File: config.mk
export PLATFORM = sky130hd
export DESIGN_NAME = adc_rate_gen_flat
export DESIGN_NICKNAME = d
export VERILOG_FILES = /design/src/rtl/adc_rate_if.sv /design/src/rtl/adc_rate_gen.sv /design/src/flat_wrapper.sv
export SDC_FILE = /design/constraint.sdc
export NUM_CORES = 1
export LEC_CHECK = 0
export ABC_AREA = 0
export CORE_MARGIN = 2
export CORE_UTILIZATION = 49
export DETAILED_ROUTE_END_ITERATION = 8
export PLACE_DENSITY = 0.7
export SLEW_MARGIN = 5
export SYNTH_ARGS = -nofsm -noshare
export SYNTH_HDL_FRONTEND = slang
export SYNTH_SLANG_ARGS = --single-unit
File: constraint.sdc
create_clock -name clk_in -period 3.4 [get_ports clk_in]
set_input_delay 0.68 -clock clk_in [delete_from_list [all_inputs] [get_ports clk_in]]
set_output_delay 0.68 -clock clk_in [all_outputs]
set_load 0.01 [all_outputs]
File: src/rtl/adc_rate_if.sv
// Control/status bundle between the ADC rate generator and its client.
// The _in/_out suffixes give the direction as seen from the generator.
interface adc_rate_if #(
    parameter int SEL_W = 3
);
    logic             enable_in;
    logic [SEL_W-1:0] sel_in;
    logic             sel_load_in;
    logic             adc_clk_out;
    logic             sample_stb_out;
    logic             running_out;
    logic [SEL_W-1:0] sel_active_out;
    logic             sel_busy_out;
    logic             sel_err_out;

    modport master (
        output enable_in, sel_in, sel_load_in,
        input  adc_clk_out, sample_stb_out, running_out,
        input  sel_active_out, sel_busy_out, sel_err_out
    );

    modport slave (
        input  enable_in, sel_in, sel_load_in,
        output adc_clk_out, sample_stb_out, running_out,
        output sel_active_out, sel_busy_out, sel_err_out
    );
endinterface

File: src/rtl/adc_rate_gen.sv
// ADC conversion clock / sample strobe generator dividing clk_in by BASE_DIV*2^sel.
// Rate changes and start/stop are only honoured at period boundaries.
//
//   state | meaning
//   IDLE  | stopped, outputs low, pending rate applied immediately
//   RUN   | generating periods; rate/stop decisions made at cnt = div-1
module adc_rate_gen #(
    parameter int BASE_DIV  = 10,
    parameter int NUM_RATES = 8,
    parameter int SEL_W     = $clog2(NUM_RATES),
    parameter int CNT_W     = $clog2(BASE_DIV << (NUM_RATES - 1))
) (
    input  logic       clk_in,
    input  logic       rst_in,
    adc_rate_if.slave  bus
);
    typedef enum logic {IDLE, RUN} state_t;

    localparam logic [CNT_W:0] ONE_W = (CNT_W + 1)'(1);

    state_t           state, state_nxt;
    logic [CNT_W-1:0] cnt, cnt_nxt;
    logic             adc_clk, adc_clk_nxt;
    logic             stb, stb_nxt;
    logic [SEL_W-1:0] sel_active, sel_active_nxt;
    logic [SEL_W-1:0] sel_pend, sel_pend_nxt;
    logic             pend, pend_nxt;
    logic             sel_err, sel_err_nxt;
    logic [CNT_W:0]   div, half;
    logic             at_half, at_bound, sel_ok, apply;

    // One extra bit so the largest divisor itself is representable.
    assign div      = (CNT_W + 1)'(BASE_DIV) << sel_active;
    assign half     = div >> 1;
    assign at_half  = ({1'b0, cnt} == (half - ONE_W));
    assign at_bound = ({1'b0, cnt} == (div - ONE_W));
    assign sel_ok   = ({1'b0, bus.sel_in} < (SEL_W + 1)'(NUM_RATES));

    always_comb begin
        state_nxt      = state;
        cnt_nxt        = cnt;
        adc_clk_nxt    = adc_clk;
        stb_nxt        = 1'b0;
        sel_active_nxt = sel_active;
        sel_pend_nxt   = sel_pend;
        pend_nxt       = pend;
        apply          = 1'b0;
        sel_err_nxt    = bus.sel_load_in && !sel_ok;

        case (state)
            IDLE: begin
                cnt_nxt     = '0;
                adc_clk_nxt = 1'b0;
                apply       = pend;
                if (bus.enable_in) begin
                    state_nxt   = RUN;
                    adc_clk_nxt = 1'b1;
                    stb_nxt     = 1'b1;
                end
            end
            RUN: begin
                cnt_nxt = cnt + CNT_W'(1);
                if (at_half) adc_clk_nxt = 1'b0;
                if (at_bound) begin
                    cnt_nxt = '0;
                    apply   = pend;
                    if (bus.enable_in) begin
                        adc_clk_nxt = 1'b1;
                        stb_nxt     = 1'b1;
                    end else begin
                        state_nxt   = IDLE;
                        adc_clk_nxt = 1'b0;
                    end
                end
            end
            default: state_nxt = IDLE;
        endcase

        // The boundary consumes the value registered before this cycle's load.
        if (apply) begin
            sel_active_nxt = sel_pend;
            pend_nxt       = 1'b0;
        end
        if (bus.sel_load_in && sel_ok) begin
            sel_pend_nxt = bus.sel_in;
            pend_nxt     = 1'b1;
        end
    end

    always_ff @(posedge clk_in) begin
        if (rst_in) begin
            state      <= IDLE;
            cnt        <= '0;
            adc_clk    <= 1'b0;
            stb        <= 1'b0;
            sel_active <= '0;
            sel_pend   <= '0;
            pend       <= 1'b0;
            sel_err    <= 1'b0;
        end else begin
            state      <= state_nxt;
            cnt        <= cnt_nxt;
            adc_clk    <= adc_clk_nxt;
            stb        <= stb_nxt;
            sel_active <= sel_active_nxt;
            sel_pend   <= sel_pend_nxt;
            pend       <= pend_nxt;
            sel_err    <= sel_err_nxt;
        end
    end

    assign bus.adc_clk_out    = adc_clk;
    assign bus.sample_stb_out = stb;
    assign bus.running_out    = (state == RUN);
    assign bus.sel_active_out = sel_active;
    assign bus.sel_busy_out   = pend;
    assign bus.sel_err_out    = sel_err;
endmodule

File: src/flat_wrapper.sv
// flat-port wrapper written by rule: the top's interface ports become plain ports
module adc_rate_gen_flat 
#(
    parameter int BASE_DIV  = 10,
    parameter int NUM_RATES = 8,
    parameter int SEL_W     = $clog2(NUM_RATES),
    parameter int CNT_W     = $clog2(BASE_DIV << (NUM_RATES - 1))
)
  (clk_in, rst_in, bus_enable_in, bus_sel_in, bus_sel_load_in, bus_adc_clk_out, bus_sample_stb_out, bus_running_out, bus_sel_active_out, bus_sel_busy_out, bus_sel_err_out);
  adc_rate_if #(.SEL_W(SEL_W)) bus_i ();
  input  logic clk_in;
  input  logic rst_in;
  input wire logic [$bits(bus_i.enable_in)-1:0] bus_enable_in;
  input wire logic [$bits(bus_i.sel_in)-1:0] bus_sel_in;
  input wire logic [$bits(bus_i.sel_load_in)-1:0] bus_sel_load_in;
  output wire logic [$bits(bus_i.adc_clk_out)-1:0] bus_adc_clk_out;
  output wire logic [$bits(bus_i.sample_stb_out)-1:0] bus_sample_stb_out;
  output wire logic [$bits(bus_i.running_out)-1:0] bus_running_out;
  output wire logic [$bits(bus_i.sel_active_out)-1:0] bus_sel_active_out;
  output wire logic [$bits(bus_i.sel_busy_out)-1:0] bus_sel_busy_out;
  output wire logic [$bits(bus_i.sel_err_out)-1:0] bus_sel_err_out;
  assign bus_i.enable_in = bus_enable_in;
  assign bus_i.sel_in = bus_sel_in;
  assign bus_i.sel_load_in = bus_sel_load_in;
  assign bus_adc_clk_out = bus_i.adc_clk_out;
  assign bus_sample_stb_out = bus_i.sample_stb_out;
  assign bus_running_out = bus_i.running_out;
  assign bus_sel_active_out = bus_i.sel_active_out;
  assign bus_sel_busy_out = bus_i.sel_busy_out;
  assign bus_sel_err_out = bus_i.sel_err_out;
  adc_rate_gen #(.BASE_DIV(BASE_DIV), .NUM_RATES(NUM_RATES), .SEL_W(SEL_W), .CNT_W(CNT_W)) u_core (.clk_in(clk_in), .rst_in(rst_in), .bus(bus_i));
endmodule
==> results.cfg <==
[timing]
post-route-period-util = 0.773
hold_viol = 0
finalClockSkew_ns = 0.00668
setup_viol = 0
rsz0062_at_grt = no
max_slew_margin = 0.666
fmax_ghz = 0.381
worstMarginPinSlew_ns = 0.500
min_period_ns = 2.63
final_max_slew_viol_count = 0
fin_tns_setup_ns = 0

[cells_and_area]
stdcell_area_um2 = 1580
diodes = 0
drive_above_1_share = 0.0815
nets = 194
area_growth_pct = 8.03
fin_cells = 215

[clock_network]
cts-resized-gates = 0
cts_setup_buffers = 0
clock_path_buffers = 2
htreeDepth = 1
cts.sinks = 21
path_clk_slew_ns = 0.11
clk-insertion-delay-late_ns = 0.30
numCtsBuffers = 3
cts_tree = done
hold_buffers = 0
cts_root_buffer = clkbuf_4

[place]
portBuffers = 13
dp_hpwl_mm = 2.24
dp_cells = 211
dpl_cell_area_um2 = 1560
gp_congestion = 0.909

[flow_run]
maxCapViolations = 0

[logic_synthesis]
syn_avg_cell_area_um2 = 8.14
synth_ff_type = dfxtp_1
synth_area_um2 = 1470
ys_top_cells_by_area = dfxtp_1 29%, nor2_1 6.1%, mux2i_1 5.5%
syn_inst = 180
ys_seq_area_frac = 0.287
yosys.area.top_type = dfxtp_1
synth_edf_count = 0
synth_fp_nets = 189
ys_seq_elements = 21
yosysTopAreaCellShare = 0.287
ys_async_sr_fraction = 0
yosysUniqueCellTypes = 56
ys_warn_count = 0

[setup_path]
reg2reg_depth = 7
crit_type = flip-flop to flip-flop
endpoint_kind = flip-flop
timing.rr.end = u_core.cnt[7]
cp-start-kind = flip-flop
cp_max_fo = 11
reg2reg_slack_ns = 0.77
worstPathRequired_ns = 3.58
worstPathArrival_ns = 2.81
timing.rr.start = u_core.bus.sel_active_out[1]

[route]
route.detailed.drc = 0
viasPerCell = 5.74
vias = 1234
postRouteAntennaNets = 0
drt_iter0_markers = 65
wl_per_cell_um = 14.1
wl_mm = 3.02
dr.pass1.iters = 4

[floorplanning]
io_pins = 15
coreArea_um2 = 2810
initial_utilization = 0.522
rows = 19
die_x_um = 58.7
die-area_um2 = 3440
dieHeight_um = 58.7

[hold_path]
min_path_cells = 2
hold_class = flip-flop to flip-flop
hp-start = u_core.sel_pend[1]
hold-path-endpoint = u_core.bus.sel_active_out[1]

[pwr]
powerDensity_nw_per_um2 = 287
peakVddDrop_mv = 0.265
p_leak_nw = 0.584

[grt]
grt-ovfl-total = 0
antenna_found_initial = 0
grt_max_degree = 25
grt_pass1_wl_mm = 5.18
grt_pass1_vias = 1121
gr-usage-all-layers = 0.198

[run_status]
status = finished clean
metal layers:
metal | vias up | track usage | part of all wire
li1 | 632 | - | -
met1 | 576 | 0.277 | 0.51
met2 | 17 | 0.305 | 0.45
met3 | 9 | 0.0198 | 0.022
met4 | 0 | 0.0942 | 0.025
met5 | - | 0 | 0
cell type report:
| class | instances | area (µm²) |
|---|---|---|
| Clock buffer | 4 | 26.3 |
| Inverter | 8 | 30.0 |
| Tap cell | 31 | 38.8 |
| Multi-Input combinational cell | 135 | 915 |
| Timing Repair Buffer | 16 | 153 |
| Fill cell | 272 | 1220 |
| Sequential cell | 21 | 420 |
layout by cell type (no fill, tap or decap), types with 2 or more instances in the layout:
| master | Yosys | final |
|---|---|---|
| nor2_1 | 24 | 24 |
| dfxtp_1 | 21 | 21 |
| nand2_1 | 15 | 15 |
| clkdlybuf4s50_1 | 0 | 13 |
| xnor2_1 | 9 | 9 |
| nand3_1 | 8 | 8 |
| mux2i_1 | 8 | 8 |
| inv_1 | 7 | 7 |
| a21oi_1 | 7 | 7 |
| xor2_1 | 6 | 6 |
| nor3b_1 | 4 | 4 |
| nor3_1 | 4 | 4 |
| o22ai_1 | 3 | 3 |
| o21ai_0 | 3 | 3 |
| clkbuf_4 | 0 | 3 |
| buf_4 | 4 | 3 |
| and3b_1 | 2 | 2 |
| o31ai_1 | 2 | 2 |
| nor2b_1 | 2 | 2 |
| and2b_1 | 2 | 2 |
| nand2b_1 | 2 | 2 |
| a21boi_0 | 2 | 2 |
| ha_1 | 2 | 2 |
per-stage QoR:
stage | setup WS (ns) | power (mW) | hold slack (ns) | utilization
finish | 0.773 | 0.454 | 0.477 | 0.564
global placement | 0.865 | 0.340 | 0.452 | 0.555
global route | 0.633 | 0.473 | 0.499 | 0.564
floorplan | 0.839 | 0.318 | 0.437 | -
detailed placement | 0.772 | 0.342 | 0.459 | 0.555
CTS | 0.753 | 0.458 | 0.474 | 0.564
cell usage after synthesis (2+ instances only):
cell / instances
nor2_1: 24
dfxtp_1: 21
nand2_1: 15
xnor2_1: 9
buf_2: 8
mux2i_1: 8
nand3_1: 8
a21oi_1: 7
inv_1: 7
xor2_1: 6
buf_4: 4
nor3_1: 4
nor3b_1: 4
o21ai_0: 3
o22ai_1: 3
a21boi_0: 2
and2b_1: 2
and3b_1: 2
buf_6: 2
ha_1: 2
nand2b_1: 2
nor2b_1: 2
o31ai_1: 2
report_power, final:
part           internal (mW)  leakage, nW  total (mW)  switching (mW)
Clock                 0.0458       0.0150       0.117          0.0713
Sequential             0.253        0.171       0.260         0.00715
Combinational         0.0377        0.398      0.0770          0.0393
Total                  0.337        0.584       0.454           0.118
worst max-delay path by stage:
stage,startpoint,to,slack (ns),depth (start not counted)
after floorplan,u_core.bus.sel_active_out[0],u_core.bus.sel_active_out[0],0.84,10
after global placement,u_core.bus.sel_active_out[1],u_core.cnt[7],0.86,7
after detailed placement,u_core.bus.sel_active_out[1],u_core.cnt[6],0.77,7
after CTS,u_core.bus.sel_active_out[1],u_core.cnt[2],0.75,7
after global routing,u_core.bus.sel_active_out[1],u_core.cnt[9],0.63,7
final,u_core.bus.sel_active_out[1],u_core.cnt[7],0.77,7
flip-flops by register name, summed over array words and instances (netlist names):
register,cells
u_core.cnt,11
u_core.bus.sel_busy_out,1
u_core.bus.sample_stb_out,1
u_core.bus.sel_active_out,3
u_core.sel_pend,3
u_core.bus.adc_clk_out,1
u_core.bus.running_out,1
worst max-delay path, stage by stage (launching register included):
cell	delay, ns
dfxtp_1	0.36
or3_1	0.40
ha_1	0.34
xor2_1	0.15
o2111ai_1	0.13
or4_4	0.58
o211ai_2	0.44
nor2_1	0.10
kinds of logic (layout without fill, tap and decap cells):
kind of cell | count (synthesis) | after routing | synth area share
DFF | 21 | 21 | 0.287
adders and majority gates | 3 | 3 | 0.0239
other | 1 | 1 | 0.00256
buffers and inverters | 24 | 28 | 0.0888
xor gates and xnor gates | 16 | 16 | 0.101
and+or+nand+nor | 73 | 73 | 0.261
AOI/OAI and AO/OA | 34 | 34 | 0.181
muxes | 8 | 8 | 0.0547
No activity file was read; power rests on OpenSTA's default activity.
